<file path="src/rtl/instr_fetch_ctrl_pkg.sv">
// Shared types and constants for the instruction fetch controller.
// Covers the fetch state encoding, the bus widths and the buffered {pc, instr} entry.
package instr_fetch_ctrl_pkg;

  localparam int ADDR_W  = 16;
  localparam int INSTR_W = 16;

  localparam logic [ADDR_W-1:0] RESET_VECTOR_DEFAULT = 16'h0000;

  typedef enum logic [1:0] {
    ST_IDLE   = 2'd0,
    ST_FETCH  = 2'd1,
    ST_HALTED = 2'd2
  } fetch_state_t;

  typedef struct packed {
    logic [ADDR_W-1:0]  pc;
    logic [INSTR_W-1:0] instr;
  } fetch_entry_t;

endpackage

</file>
<file path="src/rtl/instr_fetch_ctrl_if.sv">
// Bus bundle between the fetch controller, instruction memory, the sequencer and decode.
// The master modport is the fetch controller; the slave modport is its environment.
interface instr_fetch_ctrl_if;
  import instr_fetch_ctrl_pkg::*;

  logic [ADDR_W-1:0]  A_InstrAddress;
  logic               C_IMRead;
  logic [INSTR_W-1:0] D_Instruction;
  logic               C_Start;
  logic               C_Halt;
  logic               C_Redirect;
  logic [ADDR_W-1:0]  A_RedirectTarget;
  logic [INSTR_W-1:0] D_FetchInstr;
  logic [ADDR_W-1:0]  A_FetchPC;
  logic               C_FetchValid;
  logic               C_DecodeReady;
  logic               C_Busy;

  modport master (
    output A_InstrAddress, C_IMRead, D_FetchInstr, A_FetchPC, C_FetchValid, C_Busy,
    input  D_Instruction, C_Start, C_Halt, C_Redirect, A_RedirectTarget, C_DecodeReady
  );

  modport slave (
    input  A_InstrAddress, C_IMRead, D_FetchInstr, A_FetchPC, C_FetchValid, C_Busy,
    output D_Instruction, C_Start, C_Halt, C_Redirect, A_RedirectTarget, C_DecodeReady
  );

endinterface

</file>
<file path="src/rtl/instr_fetch_ctrl_fetch_buffer.sv">
// Small synchronous FIFO of fetched {pc, instr} entries with flush.
// The head output keeps showing the last presented entry while the FIFO is empty.
module fetch_buffer
  import instr_fetch_ctrl_pkg::*;
#(
  parameter  int DEPTH = 2,
  localparam int AW    = $clog2(DEPTH),
  localparam int OW    = AW + 1
) (
  input  logic         clk,
  input  logic         rst,
  input  logic         push,
  input  logic         pop,
  input  logic         flush,
  input  fetch_entry_t wr_entry,
  output logic [OW-1:0] occ,
  output fetch_entry_t head
);

  logic [AW-1:0] wr_ptr_reg;
  logic [AW-1:0] rd_ptr_reg;
  logic [OW-1:0] count_reg;
  fetch_entry_t  last_reg;
  fetch_entry_t  mem [DEPTH];
  logic          not_empty;
  logic          do_push;
  logic          do_pop;

  assign not_empty = (count_reg != '0);
  assign do_push   = push && !flush;
  assign do_pop    = pop && not_empty && !flush;

  always_ff @(posedge clk or posedge rst) begin
    if (rst) begin
      wr_ptr_reg <= '0;
      rd_ptr_reg <= '0;
      count_reg  <= '0;
      last_reg   <= '0;
    end else begin
      if (not_empty) begin
        last_reg <= mem[rd_ptr_reg];
      end
      if (flush) begin
        wr_ptr_reg <= '0;
        rd_ptr_reg <= '0;
        count_reg  <= '0;
      end else begin
        if (do_push) wr_ptr_reg <= wr_ptr_reg + 1'b1;
        if (do_pop)  rd_ptr_reg <= rd_ptr_reg + 1'b1;
        count_reg <= count_reg + OW'(do_push) - OW'(do_pop);
      end
    end
  end

  // Storage needs no reset: an entry is only read after it has been written.
  for (genvar gi = 0; gi < DEPTH; gi++) begin : g_entry
    always_ff @(posedge clk) begin
      if (do_push && (wr_ptr_reg == AW'(gi))) begin
        mem[gi] <= wr_entry;
      end
    end
  end

  assign occ  = count_reg;
  assign head = not_empty ? mem[rd_ptr_reg] : last_reg;

endmodule

</file>
<file path="src/rtl/instr_fetch_ctrl.sv">
// Instruction fetch sequencer: owns the PC, issues one-cycle-latency memory reads
// under a credit rule, buffers returns and hands them to decode with valid/ready.
module instr_fetch_ctrl
  import instr_fetch_ctrl_pkg::*;
#(
  parameter logic [ADDR_W-1:0] RESET_VECTOR = RESET_VECTOR_DEFAULT,
  parameter int                DEPTH        = 2
) (
  input  logic                clk,
  input  logic                rst,
  instr_fetch_ctrl_if.master  bus
);

  localparam int OW = $clog2(DEPTH) + 1;
  localparam int CW = OW + 1;

  fetch_state_t      state_reg;
  fetch_state_t      state_next;
  logic [ADDR_W-1:0] pc_reg;
  logic [ADDR_W-1:0] tag_reg;
  logic              inflight_reg;
  logic              issue;
  logic              pop;
  logic              valid;
  logic              credit_ok;
  logic [OW-1:0]     occ;
  fetch_entry_t      head;
  fetch_entry_t      wr_entry;

  assign valid = (occ != '0);
  assign pop   = valid && bus.C_DecodeReady;

  // A slot freed by this cycle's pop can be reused by the read issued now.
  assign credit_ok = (CW'(occ) + CW'(inflight_reg)) < (CW'(DEPTH) + CW'(pop));

  always_comb begin
    state_next = state_reg;
    issue      = 1'b0;
    if (bus.C_Redirect) begin
      state_next = ST_FETCH;
    end else if (bus.C_Halt) begin
      if ((state_reg == ST_FETCH) && !inflight_reg) state_next = ST_HALTED;
    end else if (bus.C_Start && (state_reg != ST_FETCH)) begin
      state_next = ST_FETCH;
    end
    issue = (state_reg == ST_FETCH) && !bus.C_Halt && !bus.C_Redirect && credit_ok;
  end

  always_ff @(posedge clk or posedge rst) begin
    if (rst) begin
      state_reg    <= ST_IDLE;
      pc_reg       <= RESET_VECTOR;
      tag_reg      <= '0;
      inflight_reg <= 1'b0;
    end else begin
      state_reg    <= state_next;
      inflight_reg <= issue;
      if (bus.C_Redirect) begin
        pc_reg <= bus.A_RedirectTarget;
      end else if (issue) begin
        pc_reg  <= pc_reg + 1'b1;
        tag_reg <= pc_reg;
      end
    end
  end

  assign wr_entry = '{pc: tag_reg, instr: bus.D_Instruction};

  // Redirect flushes the buffer and drops the word returning this cycle.
  fetch_buffer #(.DEPTH(DEPTH)) u_fetch_buffer (
    .clk      (clk),
    .rst      (rst),
    .push     (inflight_reg && !bus.C_Redirect),
    .pop      (pop),
    .flush    (bus.C_Redirect),
    .wr_entry (wr_entry),
    .occ      (occ),
    .head     (head)
  );

  assign bus.A_InstrAddress = pc_reg;
  assign bus.C_IMRead       = issue;
  assign bus.D_FetchInstr   = head.instr;
  assign bus.A_FetchPC      = head.pc;
  assign bus.C_FetchValid   = valid;
  assign bus.C_Busy         = (state_reg == ST_FETCH) || inflight_reg || valid;

endmodule

</file>
<file path="src/flat_wrapper.sv">
// flat-port wrapper written by rule: the top's interface ports become plain ports
module instr_fetch_ctrl_flat import instr_fetch_ctrl_pkg::*;
#(
  parameter logic [ADDR_W-1:0] RESET_VECTOR = RESET_VECTOR_DEFAULT,
  parameter int                DEPTH        = 2
)
  (clk, rst, bus_A_InstrAddress, bus_C_IMRead, bus_D_FetchInstr, bus_A_FetchPC, bus_C_FetchValid, bus_C_Busy, bus_D_Instruction, bus_C_Start, bus_C_Halt, bus_C_Redirect, bus_A_RedirectTarget, bus_C_DecodeReady);
  instr_fetch_ctrl_if bus_i ();
  input  logic clk;
  input  logic rst;
  output wire logic [$bits(bus_i.A_InstrAddress)-1:0] bus_A_InstrAddress;
  output wire logic [$bits(bus_i.C_IMRead)-1:0] bus_C_IMRead;
  output wire logic [$bits(bus_i.D_FetchInstr)-1:0] bus_D_FetchInstr;
  output wire logic [$bits(bus_i.A_FetchPC)-1:0] bus_A_FetchPC;
  output wire logic [$bits(bus_i.C_FetchValid)-1:0] bus_C_FetchValid;
  output wire logic [$bits(bus_i.C_Busy)-1:0] bus_C_Busy;
  input wire logic [$bits(bus_i.D_Instruction)-1:0] bus_D_Instruction;
  input wire logic [$bits(bus_i.C_Start)-1:0] bus_C_Start;
  input wire logic [$bits(bus_i.C_Halt)-1:0] bus_C_Halt;
  input wire logic [$bits(bus_i.C_Redirect)-1:0] bus_C_Redirect;
  input wire logic [$bits(bus_i.A_RedirectTarget)-1:0] bus_A_RedirectTarget;
  input wire logic [$bits(bus_i.C_DecodeReady)-1:0] bus_C_DecodeReady;
  assign bus_A_InstrAddress = bus_i.A_InstrAddress;
  assign bus_C_IMRead = bus_i.C_IMRead;
  assign bus_D_FetchInstr = bus_i.D_FetchInstr;
  assign bus_A_FetchPC = bus_i.A_FetchPC;
  assign bus_C_FetchValid = bus_i.C_FetchValid;
  assign bus_C_Busy = bus_i.C_Busy;
  assign bus_i.D_Instruction = bus_D_Instruction;
  assign bus_i.C_Start = bus_C_Start;
  assign bus_i.C_Halt = bus_C_Halt;
  assign bus_i.C_Redirect = bus_C_Redirect;
  assign bus_i.A_RedirectTarget = bus_A_RedirectTarget;
  assign bus_i.C_DecodeReady = bus_C_DecodeReady;
  instr_fetch_ctrl #(.RESET_VECTOR(RESET_VECTOR), .DEPTH(DEPTH)) u_core (.clk(clk), .rst(rst), .bus(bus_i));
endmodule
</file>
<file path="config.mk">
export PLATFORM = sky130hd
export DESIGN_NAME = instr_fetch_ctrl_flat
export DESIGN_NICKNAME = d
export VERILOG_FILES = /design/src/rtl/instr_fetch_ctrl_pkg.sv /design/src/rtl/instr_fetch_ctrl_if.sv /design/src/rtl/instr_fetch_ctrl_fetch_buffer.sv /design/src/rtl/instr_fetch_ctrl.sv /design/src/flat_wrapper.sv
export SDC_FILE = /design/constraint.sdc
export NUM_CORES = 1
export LEC_CHECK = 0
export ABC_AREA = 1
export BUFFER_PORTS_ARGS = -buffer_cell sky130_fd_sc_hd__buf_4
export CAP_MARGIN = 25
export CELL_PAD_IN_SITES_DETAIL_PLACEMENT = 0
export CELL_PAD_IN_SITES_GLOBAL_PLACEMENT = 1
export CORE_UTILIZATION = 49
export CTS_BUF_LIST = sky130_fd_sc_hd__clkbuf_4 sky130_fd_sc_hd__clkbuf_8
export DETAILED_ROUTE_END_ITERATION = 12
export PLACE_DENSITY = 0.94
export SLEW_MARGIN = 15
export SYNTH_ARGS = -nofsm -noshare
export SYNTH_HDL_FRONTEND = slang
export SYNTH_SLANG_ARGS = --single-unit
</file>
<file path="constraint.sdc">
create_clock -name clk -period 4.6 [get_ports clk]
set_clock_uncertainty 0.15 [all_clocks]
set_input_delay 0.92 -clock clk [delete_from_list [all_inputs] [get_ports clk]]
set_output_delay 0.92 -clock clk [all_outputs]
set_load 0.1 [all_outputs]
</file>
==> implementation parameters, run 1 <==
Parameter                              Value

Run status
  Status ... complete, no violations

Routing
  Routed vias ... 3818
  Routed via count divided by cell count ... 5.04
  Highest Signal Layer ... met4
  Pre-Repair DR Iteration Count ... 5
  Antenna-violating nets left ... 0
  Total length of routed met3 wires ... 570 µm
  Routed met2 length ... 5.05 mm
  WL final ... 10.6 mm
  Initial drt markers ... 215
  Met1 wire length ... 4.88 mm
  Avg WL per Cell ... 14.0 µm
  DRC viols ... 0

Die
  Die Y ... 108 µm
  Number of top-level pins ... 89
  Starting density of the core ... 50.5%
  Width of the die ... 108 µm
  Floorplan Core Area ... 10800 µm²
  Placement row count ... 38
  Area of the die ... 11600 µm²

Timing
  Minimum period implied by the final worst setup slack ... 3.60 ns
  Final Hold Violating Endpoints ... 0
  Accumulated negative setup slack ... 0 ns
  Share of the cycle needed by the critical path after routing ... 78.3%
  Count of endpoints failing setup in the final report ... 0
  Worst Max-Slew Pin Slew ... 0.758 ns
  RSZ-0062 raised after global routing ... no
  Slew HR ... 49.3%
  Total count of max-transition violations in the final report ... 0
  Maximum operating frequency ... 278 MHz
  Minimum hold slack ... 0.320 ns
  Slack of the critical path ... 0.999 ns

Clock tree
  Worst-Skew Late Latency ... 0.43 ns
  Number of clock sinks ... 135
  Clock tree from TritonCTS ... done
  Max H-tree Level ... 4
  CTS Hold Bufs ... 0
  CTS Root Cell ... sky130_fd_sc_hd__clkbuf_8
  Max Root-Sink Buffers ... 2
  Number of buffers added for setup after CTS ... 0
  Register clock-pin slew on the reported worst setup and hold paths ... 0.07 ns
  Quantity of gates resized following cts ... 0
  Number of buffers created by CTS ... 17

Logic synthesis
  Count of cell types in the netlist ... 27
  Post-synthesis net count ... 555
  Mean instance size in the synthesized netlist ... 10.7 µm²
  Seq/Total Area, Yosys ... 67.6%
  Synthesis warning total ... 0
  Number of synthesized register bits ... 135
  Cell area after synthesis ... 5470 µm²
  Cells after Synth ... 512

Worst setup path
  Type of element capturing the critical path ... output pin
  Data arrival, critical path ... 2.53 ns
  Reg-to-reg critical path startpoint ... u_core.u_fetch_buffer.occ[1]
  Worst setup path category ... register to output pin
  Worst setup path start ... u_core.u_fetch_buffer.occ[1]
  Worst setup SP type ... register
  Critical Path RT ... 3.53 ns
  Maximum net fanout on the critical path ... 42
  R2r setup slk ... 2.26 ns

Cells and area
  Layout Area Growth over Synthesis ... 23.1%
  Number of nets at the end of the flow ... 648
  Flip-flop count of the largest register, all copies and words added ... 64
  Final cell count without fillers ... 758
  Summed area of non-filler cells in the final layout ... 6740 µm²
  Final-layout fill cell count ... 869
  Share of cells above drive strength 1 ... 23.5%
  Commonest cells after routing, fill and taps aside ... sky130_fd_sc_hd__nand2_1, sky130_fd_sc_hd__buf_4, sky130_fd_sc_hd__dfrtp_1
  Antenna Diode Count ... 0
  Most common cell after layout, fill and taps aside ... sky130_fd_sc_hd__nand2_1

Placement
  Final weighted congestion in routability-driven placement ... 0.773
  Input/output buffers ... 88
  Final HPWL DP ... 7.06 mm
  Total placed cells including tap cells ... 725
  Post-detailed-placement cell area ... 6260 µm²
  Placement-stage worst setup slack ... 1.33 ns

Worst hold path
  Worst Hold Class ... register to register
  HP Start ... u_core.tag_reg[8]

GRT
  Initial antenna violation count ... 0
  Via count of the first global-routing pass ... 3696
  Grt total ovfl ... 0
  Global-route wire length before repair ... 17.4 mm
  Gr usage total ... 20.1%
  Largest net degree at the start of global routing ... 43

Power
  Switch share ... 46.3%
  Clk pwr share ... 23.0%
  Static Leakage ... 0.00295 µW
  Worst IR drop on VDD ... 0.000497 V
  Relative contribution of sequential cells to total power ... 34.3%
  Power per standard cell area ... 700 nW/µm²
  Net switching power ... 2180 µW
  Combinational share of power ... 42.7%
  Internal power of the cells ... 2530 µW

Job
  Max capacitance violation total ... 0
critical path, stage by stage, from the launching register on:
cell and delay (ns):
sky130_fd_sc_hd__dfrtp_1 0.41, sky130_fd_sc_hd__inv_2 0.06, sky130_fd_sc_hd__nand2_2 0.55, sky130_fd_sc_hd__buf_4 0.39, sky130_fd_sc_hd__nor2_1 0.07, sky130_fd_sc_hd__a31oi_1 0.26
sky130_fd_sc_hd__buf_4 0.35
cell type report:
| type | count | area, µm² | share of cell area [%] |
|---|---|---|---|
| Timing Repair Buffer | 97 | 761 | 11.3 |
| Multi-Input combinational cell | 324 | 1540 | 22.9 |
| Tap cell | 140 | 175 | 2.60 |
| Inverter | 30 | 113 | 1.67 |
| Clock inverter | 14 | 205 | 3.05 |
| Clock buffer | 18 | 241 | 3.58 |
| Sequential cell | 135 | 3700 | 54.9 |
per-stage QoR:
step | utilization [%] | total power (µW)
global placement | 57.6 | 3620
detailed placement | 57.8 | 3660
finish | 62.2 | 4710
CTS | 61.9 | 4740
floorplan | - | 3240
global route | 62.2 | 4900
routing by layer:
metal / global-route usage [%] / vias up
li1: - / 1905
met1: 25.5 / 1789
met2: 32.0 / 116
met3: 6.42 / 8
met4: 8.22 / 0
met5: 0 / -
power by group through the flow:
stage                     logic [µW]  clock network (µW)  registers (µW)
final                           2010                1080            1620
after floorplan                 1500                   0            1750
after global routing            2100                1160            1640
after detailed placement        2020                   0            1640
after global placement          1990                   0            1630
after CTS                       2020                1100            1620
cells in the mapped netlist (all sizes together):
library cell | n | area share, %
buf | 14 | 1.6
clkinv | 1 | 0.069
inv | 29 | 2.0
xnor2 | 1 | 0.16
a21boi | 5 | 0.69
a21oi | 2 | 0.25
xor2 | 6 | 0.96
a31oi | 32 | 3.7
clkbuf | 9 | 0.62
ha | 5 | 1.1
edfxtp | 64 | 35
nand3 | 44 | 4.3
nand4 | 5 | 0.57
o21ai | 16 | 1.8
nand2 | 156 | 11
dfrtp | 71 | 32
nor2 | 52 | 3.8
cells by family (layout without fill, tap and decap cells):
group | Yosys count | in the layout | share of synthesized area (%)
DFF | 135 | 135 | 67.6
xor gates and xnor gates | 7 | 7 | 1.12
and+or+nand+nor | 257 | 257 | 19.5
adders and majority gates | 5 | 5 | 1.14
buffers and inverters | 53 | 159 | 4.32
AOI/OAI and AO/OA | 55 | 55 | 6.40
final timing paths:
check | to | cells after the start
setup / recovery | bus_A_FetchPC[6] | 6
hold / removal | u_core.u_fetch_buffer.mem[0][24] | 0
setup reg to reg | u_core.u_fetch_buffer.occ[1] | 9
hold reg to reg | u_core.u_fetch_buffer.mem[0][24] | 0
max in group asynchronous | u_core.inflight_reg | 4
min in group asynchronous | u_core.state_reg[0] | 2
(Power assumes the default switching activity.)
==> run 2, diff against run 1 <==
Settings changed: CORE_UTILIZATION 49 to 41, PLACE_DENSITY 0.94 to 0.85.
Clock period 4.6 ns to 3.31 ns, I/O delays scaled along.
==> run 2 against run 1 <==
  * Non-clock buffer count unchanged
  * Final cell count up 4.2%
  * Core utilization decreased by 8.9 points
  * Register-to-register slack got worse by 1.0 ns
  * Final area is 1.4% higher
  * Routed wire length rose by 2.0%
  * Worst setup slack lost 0.49 ns
==> implementation parameters, run 2 (synthesized netlist as in run 1, its figures left out) <==
Parameter                              Value

Run status
  Status ... complete, no violations

Timing
  Total count of max-transition violations in the final report ... 0 (unchanged)
  Slew HR ... 51.0% (+1.7 points)
  RSZ-0062 raised after global routing ... no
  Minimum period implied by the final worst setup slack ... 2.81 ns
  Maximum operating frequency ... 356 MHz
  Slack of the critical path ... 0.505 ns (-0.495 ns)
  Final Hold Violating Endpoints ... 0 (unchanged)
  Worst Max-Slew Pin Slew ... 0.734 ns (-0.0242 ns)
  Count of endpoints failing setup in the final report ... 0 (unchanged)
  Share of the cycle needed by the critical path after routing ... 84.8%

Worst setup path
  Worst setup path category ... register to output pin
  R2r setup slk ... 1.25 ns (-1.01 ns)
  Data arrival, critical path ... 1.99 ns (-0.54 ns)
  Worst setup SP type ... register
  Type of element capturing the critical path ... output pin
  Worst setup path start ... u_core.inflight_reg
  Critical register-to-register path endpoint ... u_core.u_fetch_buffer.occ[1]
  Cell depth of the worst flop-to-flop path ... 10 (+1)
  Critical Path RT ... 2.50 ns (-1.03 ns)
  Reg-to-reg critical path startpoint ... u_core.u_fetch_buffer.occ[1]
  Maximum net fanout on the critical path ... 4 (-90%)

Die
  Placement row count ... 41 (+7.9%)
  Starting density of the core ... 42.7% (-7.8 points)
  Area of the die ... 13800 µm² (+19%)
  Floorplan Core Area ... 12800 µm² (+18%)
  Die Y ... 118 µm (+9.1%)
  Width of the die ... 118 µm (+9.1%)
  Number of top-level pins ... 89 (unchanged)

Placement
  Final HPWL DP ... 7.25 mm (+2.8%)
  Placement-stage worst setup slack ... 0.852 ns (-0.481 ns)
  Input/output buffers ... 88 (unchanged)
  Final weighted congestion in routability-driven placement ... 0.887 (+15%)

Clock tree
  Clock tree from TritonCTS ... done
  Number of clock sinks ... 135 (unchanged)
  Number of buffers created by CTS ... 17 (unchanged)
  CTS Root Cell ... sky130_fd_sc_hd__clkbuf_8
  Max Root-Sink Buffers ... 2 (unchanged)
  Number of buffers added for setup after CTS ... 0 (unchanged)
  Register clock-pin slew on the reported worst setup and hold paths ... 0.09 ns (+0.02 ns)
  Quantity of gates resized following cts ... 0 (unchanged)
  Max H-tree Level ... 4 (unchanged)
  Worst-Skew Late Latency ... 0.44 ns (about the same)
  CTS Hold Bufs ... 0 (unchanged)

Cells and area
  Share of cells above drive strength 1 ... 27.2% (+3.7 points)
  Flip-flop count of the largest register, all copies and words added ... 64 (unchanged)
  Commonest cells after routing, fill and taps aside ... sky130_fd_sc_hd__nand2_1, sky130_fd_sc_hd__buf_4, sky130_fd_sc_hd__dfrtp_1
  Layout Area Growth over Synthesis ... 24.9%
  Number of nets at the end of the flow ... 648 (unchanged)
  Antenna Diode Count ... 0 (unchanged)
  Final-layout fill cell count ... 1147 (+32%)
  Most common cell after layout, fill and taps aside ... sky130_fd_sc_hd__nand2_1

Routing
  Pre-Repair DR Iteration Count ... 7 (+2)
  DRC viols ... 0 (unchanged)
  Routed vias ... 3842 (+0.63%)
  Antenna-violating nets left ... 0 (unchanged)
  WL final ... 10.8 mm (+2.0%)
  Avg WL per Cell ... 13.7 µm (-2.1%)
  Routed via count divided by cell count ... 4.86 (-3.4%)
  Initial drt markers ... 283 (+32%)

GRT
  Via count of the first global-routing pass ... 3688 (-0.22%)
  Initial antenna violation count ... 0 (unchanged)
  Gr usage total ... 17.0% (-3.2 points)
  Global-route wire length before repair ... 18.4 mm (+5.8%)
  Largest net degree at the start of global routing ... 68 (+58%)
  Grt total ovfl ... 0 (unchanged)

Power
  Power per standard cell area ... 934 nW/µm² (+34%)
  Static Leakage ... 0.00292 µW (-1.0%)
  Overall power consumption ... 6390 µW (+35%)
  Worst IR drop on VDD ... 0.000404 V (-19%)

Worst hold path
  Worst Hold Class ... input port to async pin

Job
  Max capacitance violation total ... 0 (unchanged)
==> run 2: cell types whose count changed in the layout (fill, tap and decap cells not counted), sizes merged <==
cell	delta
inv	+4
clkinvlp	+1
clkbuf	-1
bufinv	-4
==> run 2: power breakdown <==
group	internal, µW	leakage [µW]	switching, µW	total, µW
Combinational	573	0.00132	2290	2870
Clock	605	0.000176	667	1270
Sequential	2090	0.00142	158	2250
Total	3270	0.00292	3120	6390
==> run 2: critical path, stage by stage, from the launching register on <==
cell,delay [ns]
sky130_fd_sc_hd__dfrtp_1,0.42
sky130_fd_sc_hd__ha_1,0.22
sky130_fd_sc_hd__ha_1,0.19
sky130_fd_sc_hd__nor2_1,0.11
sky130_fd_sc_hd__nand2_1,0.10
sky130_fd_sc_hd__a21oi_2,0.20
sky130_fd_sc_hd__buf_4,0.33
==> run 2: layer usage <==
layer / share of wire, % / wire length [µm] / track usage [%]
met1: 48 / 5230 / 23.8
met2: 46 / 4940 / 25.2
met3: 5.1 / 554 / 5.09
met4: 0.93 / 101 / 5.53
met5: 0 / 0 / 0
==> run 2: layout make-up <==
class	count	area (µm²)	area share [%]
well taps	172	215	3.15
repair buffers	97	753	11.0
clock buffers	17	234	3.42
clock inverters	15	143	2.09
multi-input cells	324	1680	24.6
inverters	30	113	1.65
flip-flops and latches	135	3700	54.1
==> run 2: how the worst max path moves through the flow <==
stage	to
after floorplan	bus_A_FetchPC[10]
after global placement	bus_C_IMRead
after detailed placement	bus_C_IMRead
after CTS	bus_C_IMRead
after global routing	bus_A_FetchPC[6]
final	bus_C_IMRead
==> run 2: metrics by stage <==
| step | hold slack, ns | instances | util [%] | cell area (µm²) | setup TNS [ns] |
|---|---|---|---|---|---|
| floorplan | 0.292 | 512 | - | 5600 | -1.08 |
| global route | 0.207 | 790 | 53.3 | 6840 | 0 |
| CTS | 0.214 | 790 | 53.3 | 6840 | 0 |
| detailed placement | 0.316 | 758 | 50.4 | 6460 | 0 |
| finish | 0.202 | 790 | 53.3 | 6840 | 0 |
| global placement | 0.303 | 758 | 50.4 | 6460 | 0 |
==> run 3, diff against run 2 <==
Settings changed: ABC_AREA 1 to 0, CORE_UTILIZATION 41 to 47, PLACE_DENSITY 0.85 to 0.89.
Clock period 3.31 ns to 2.6 ns, I/O delays scaled along.
==> run 3 against run 2 <==
  * Combinational power is 57% higher
  * Final cell count is 15% lower
  * Die area is 14% lower
  * Global-route usage is 2.5 points higher
  * Via count is 8.5% lower
  * Non-clock buffer count is 6 higher
  * Sequential power is 28% higher
  * Largest cell class unchanged
==> implementation parameters, run 3 <==
Parameter                              Value

Power
  Combinational share of power ... 49.2% (+4.3 points)
  Power per standard cell area ... 1230 nW/µm² (+32%)
  Switch share ... 45.7% (-3.1 points)
  Relative contribution of sequential cells to total power ... 31.6% (-3.6 points)
  Worst IR drop on VDD ... 0.00107 V (+170%)
  Net switching power ... 4180 µW (+34%)
  Static Leakage ... 0.00295 µW (+1.1%)
  Internal power of the cells ... 4960 µW (+52%)
  Overall power consumption ... 9150 µW (+43%)
  Clk pwr share ... 19.2% (-0.7 points)

GRT
  Largest net degree at the start of global routing ... 50 (-26%)
  Gr usage total ... 19.4% (+2.5 points)
  Grt total ovfl ... 0 (unchanged)
  Via count of the first global-routing pass ... 3464 (-6.1%)
  Initial antenna violation count ... 0 (unchanged)
  Global-route wire length before repair ... 17.0 mm (-7.3%)

Logic synthesis
  Ranking of synthesized cells by area ... sky130_fd_sc_hd__edfxtp_1, sky130_fd_sc_hd__dfrtp_1, sky130_fd_sc_hd__mux2i_1
  Primary flip-flop cell chosen by synthesis mapping ... sky130_fd_sc_hd__dfrtp_1
  Cells after Synth ... 418 (-18%)
  Most repeated cell in the gate-level netlist after synthesis ... sky130_fd_sc_hd__dfrtp_1
  Mean instance size in the synthesized netlist ... 12.8 µm² (+20%)
  Number of synthesized register bits ... 135 (unchanged)
  Library cell occupying the most area in the post-synthesis netlist ... sky130_fd_sc_hd__edfxtp_1
  Post-synthesis net count ... 461 (-17%)
  Synth async-reset ratio ... 52.6% (unchanged)
  Number of enable flip-flop cells after synthesis ... 64 (unchanged)
  Synthesis warning total ... 0 (unchanged)
  Seq/Total Area, Yosys ... 69.1% (+1.5 points)
  Count of cell types in the netlist ... 46 (+70%)
  Cell area after synthesis ... 5350 µm² (-2.2%)
  Most instantiated cells after synthesis ... sky130_fd_sc_hd__dfrtp_1, sky130_fd_sc_hd__edfxtp_1, sky130_fd_sc_hd__nand2_1
  Share of the synthesized area in the top cell type ... 35.9% (+0.80 points)

Die
  Width of the die ... 109 µm (-7.5%)
  Starting density of the core ... 48.7% (+6.0 points)
  Die Y ... 109 µm (-7.5%)
  Floorplan Core Area ... 11000 µm² (-14%)
  Number of top-level pins ... 89 (unchanged)
  Area of the die ... 11800 µm² (-14%)
  Placement row count ... 38 (-7.3%)

Clock tree
  CTS Root Cell ... sky130_fd_sc_hd__clkbuf_8
  Number of buffers created by CTS ... 17 (unchanged)
  Number of clock sinks ... 135 (unchanged)
  Clock tree from TritonCTS ... done
  Worst-Skew Late Latency ... 0.44 ns (about the same)
  Max Root-Sink Buffers ... 2 (unchanged)
  Register clock-pin slew on the reported worst setup and hold paths ... 0.07 ns (-0.02 ns)
  Max H-tree Level ... 4 (unchanged)

Routing
  Initial drt markers ... 218 (-23%)
  Routed vias ... 3517 (-8.5%)
  Total length of routed met3 wires ... 584 µm (+5.4%)
  WL final ... 11.4 mm (+4.8%)
  Highest Signal Layer ... met4
  Antenna-violating nets left ... 0 (unchanged)
  DRC viols ... 0 (unchanged)
  Met1 wire length ... 5.01 mm (-4.3%)
  Routed via count divided by cell count ... 5.23 (+7.5%)
  Routed met2 length ... 5.55 mm (+12%)
  Avg WL per Cell ... 16.9 µm (+23%)
  Pre-Repair DR Iteration Count ... 4 (-3)

Run status
  Status ... complete, no violations

Cells and area
  Flip-flop count of the largest register, all copies and words added ... 64 (unchanged)
  Number of nets at the end of the flow ... 563 (-13%)
  Commonest cells after routing, fill and taps aside ... sky130_fd_sc_hd__buf_4, sky130_fd_sc_hd__dfrtp_1, sky130_fd_sc_hd__edfxtp_1
  Most common cell after layout, fill and taps aside ... sky130_fd_sc_hd__buf_4
  Final cell count without fillers ... 673 (-15%)
  Antenna Diode Count ... 0 (unchanged)
  Layout Area Growth over Synthesis ... 38.9%
  Share of cells above drive strength 1 ... 39.2% (+12 points)

Timing
  Total count of max-transition violations in the final report ... 0 (unchanged)
  Minimum period implied by the final worst setup slack ... 2.58 ns
  Worst Max-Slew Pin Slew ... 0.854 ns (+0.121 ns)
  Slew HR ... 43.1% (-8.0 points)
  Share of the cycle needed by the critical path after routing ... 99.3%
  Final Hold Violating Endpoints ... 0 (unchanged)
  RSZ-0062 raised after global routing ... yes
  Slack of the critical path ... 0.0189 ns (-0.486 ns)
  Count of endpoints failing setup in the final report ... 0 (unchanged)
  Minimum hold slack ... 0.112 ns (-0.0898 ns)
  Maximum operating frequency ... 387 MHz

Job
  Max capacitance violation total ... 0 (unchanged)

Worst setup path
  Reg-to-reg critical path startpoint ... u_core.u_fetch_buffer.occ[0]
  Critical Path RT ... 1.93 ns (-0.57 ns)
  Worst setup path start ... u_core.u_fetch_buffer.occ[1]
  Worst setup SP type ... register
  Maximum net fanout on the critical path ... 24 (+20)
  Critical register-to-register path endpoint ... u_core.bus.A_InstrAddress[12]
  Worst setup path category ... register to output pin
  Data arrival, critical path ... 1.91 ns (-0.08 ns)
  Type of element capturing the critical path ... output pin
  R2r setup slk ... 0.18 ns (-1.07 ns)
  Cell depth of the worst flop-to-flop path ... 8 (-2)
  Critical path destination ... bus_D_FetchInstr[11]

Worst hold path
  Worst Hold Class ... input port to register
  HP Start ... bus_D_Instruction[7]

Placement
  Final HPWL DP ... 6.81 mm (-6.1%)
  Input/output buffers ... 88 (unchanged)
  Final weighted congestion in routability-driven placement ... 0.818 (-7.7%)
  Placement-stage worst setup slack ... 0.180 ns (-0.673 ns)
  Total placed cells including tap cells ... 633 (-16%)
[run 3: layout make-up]
cell class	count	area (µm²)
well taps	140	175
clock buffers	18	248
clock inverters	14	158
multi-input cells	253	2010
flip-flops and latches	135	3700
inverters	10	40.0
fillers	764	3550
repair buffers	103	1100
[run 3: per-layer routing]
| layer | global-route usage, % | up-vias |
|---|---|---|
| met4 | 8.11 | 0 |
| met3 | 6.34 | 17 |
| met1 | 25.4 | 1710 |
| met5 | 0 | - |
| met2 | 29.9 | 97 |
| li1 | - | 1693 |
[run 3: through the flow]
step,area [µm²],setup TNS [ns],util [%]
after floorplan,5570,-5.65,-
after global placement,6430,0,58.5
after detailed placement,6430,0,58.5
after CTS,6980,-0.0585,63.6
after global routing,7430,-0.316,67.7
final,7430,0,67.7
[run 3: power by group through the flow]
stage               combinational (µW)  clock, µW  sequential, µW
finish                            4500       1760            2890
global route                      4660       1900            2930
global placement                  3670          0            2860
floorplan                         2810          0            3020
detailed placement                3710          0            2880
CTS                               3890       1800            2840
[run 3: how the worst min path moves through the flow]
stage	end	slack, ns	cells after the start
2_1_floorplan	u_core.u_fetch_buffer.mem[0][16]	0.29	0
3_3_place_gp	u_core.u_fetch_buffer.mem[0][24]	0.30	0
3_5_place_dp	u_core.u_fetch_buffer.mem[0][24]	0.31	0
4_1_cts	u_core.u_fetch_buffer.mem[0][7]	0.09	1
5_1_grt	u_core.u_fetch_buffer.mem[0][8]	0.08	1
6_report	u_core.u_fetch_buffer.mem[0][7]	0.11	1
[run 3: critical path, stage by stage (launching register included)]
cell and delay, ns:
sky130_fd_sc_hd__dfrtp_2 0.48, sky130_fd_sc_hd__or2_4 0.34, sky130_fd_sc_hd__buf_12 0.21, sky130_fd_sc_hd__nor2_2 0.18, sky130_fd_sc_hd__a21oi_4 0.06, sky130_fd_sc_hd__buf_12 0.18
[run 3: cells by family after synthesis]
| family | after synthesis | synth area share (%) |
|---|---|---|
| AO/OA/AOI/OAI | 71 | 8.28 |
| XOR/XNOR | 5 | 0.818 |
| adder cells (fa/ha/maj) | 5 | 1.17 |
| buffers and inverters | 32 | 2.69 |
| flip-flops | 135 | 69.1 |
| multiplexers | 33 | 6.20 |
| AND/OR/NAND/NOR | 137 | 11.7 |
[run 3: repair_timing]
action                                  in CTS  in global routing
buffers inserted                             2                  3
pin swaps                                    3                  3
endpoints found under the setup margin      33                 24
hold endpoints to repair                    22                  0
cloned                                       1                  1
hold buffers                                 1                  0
resized for setup                           32                 92
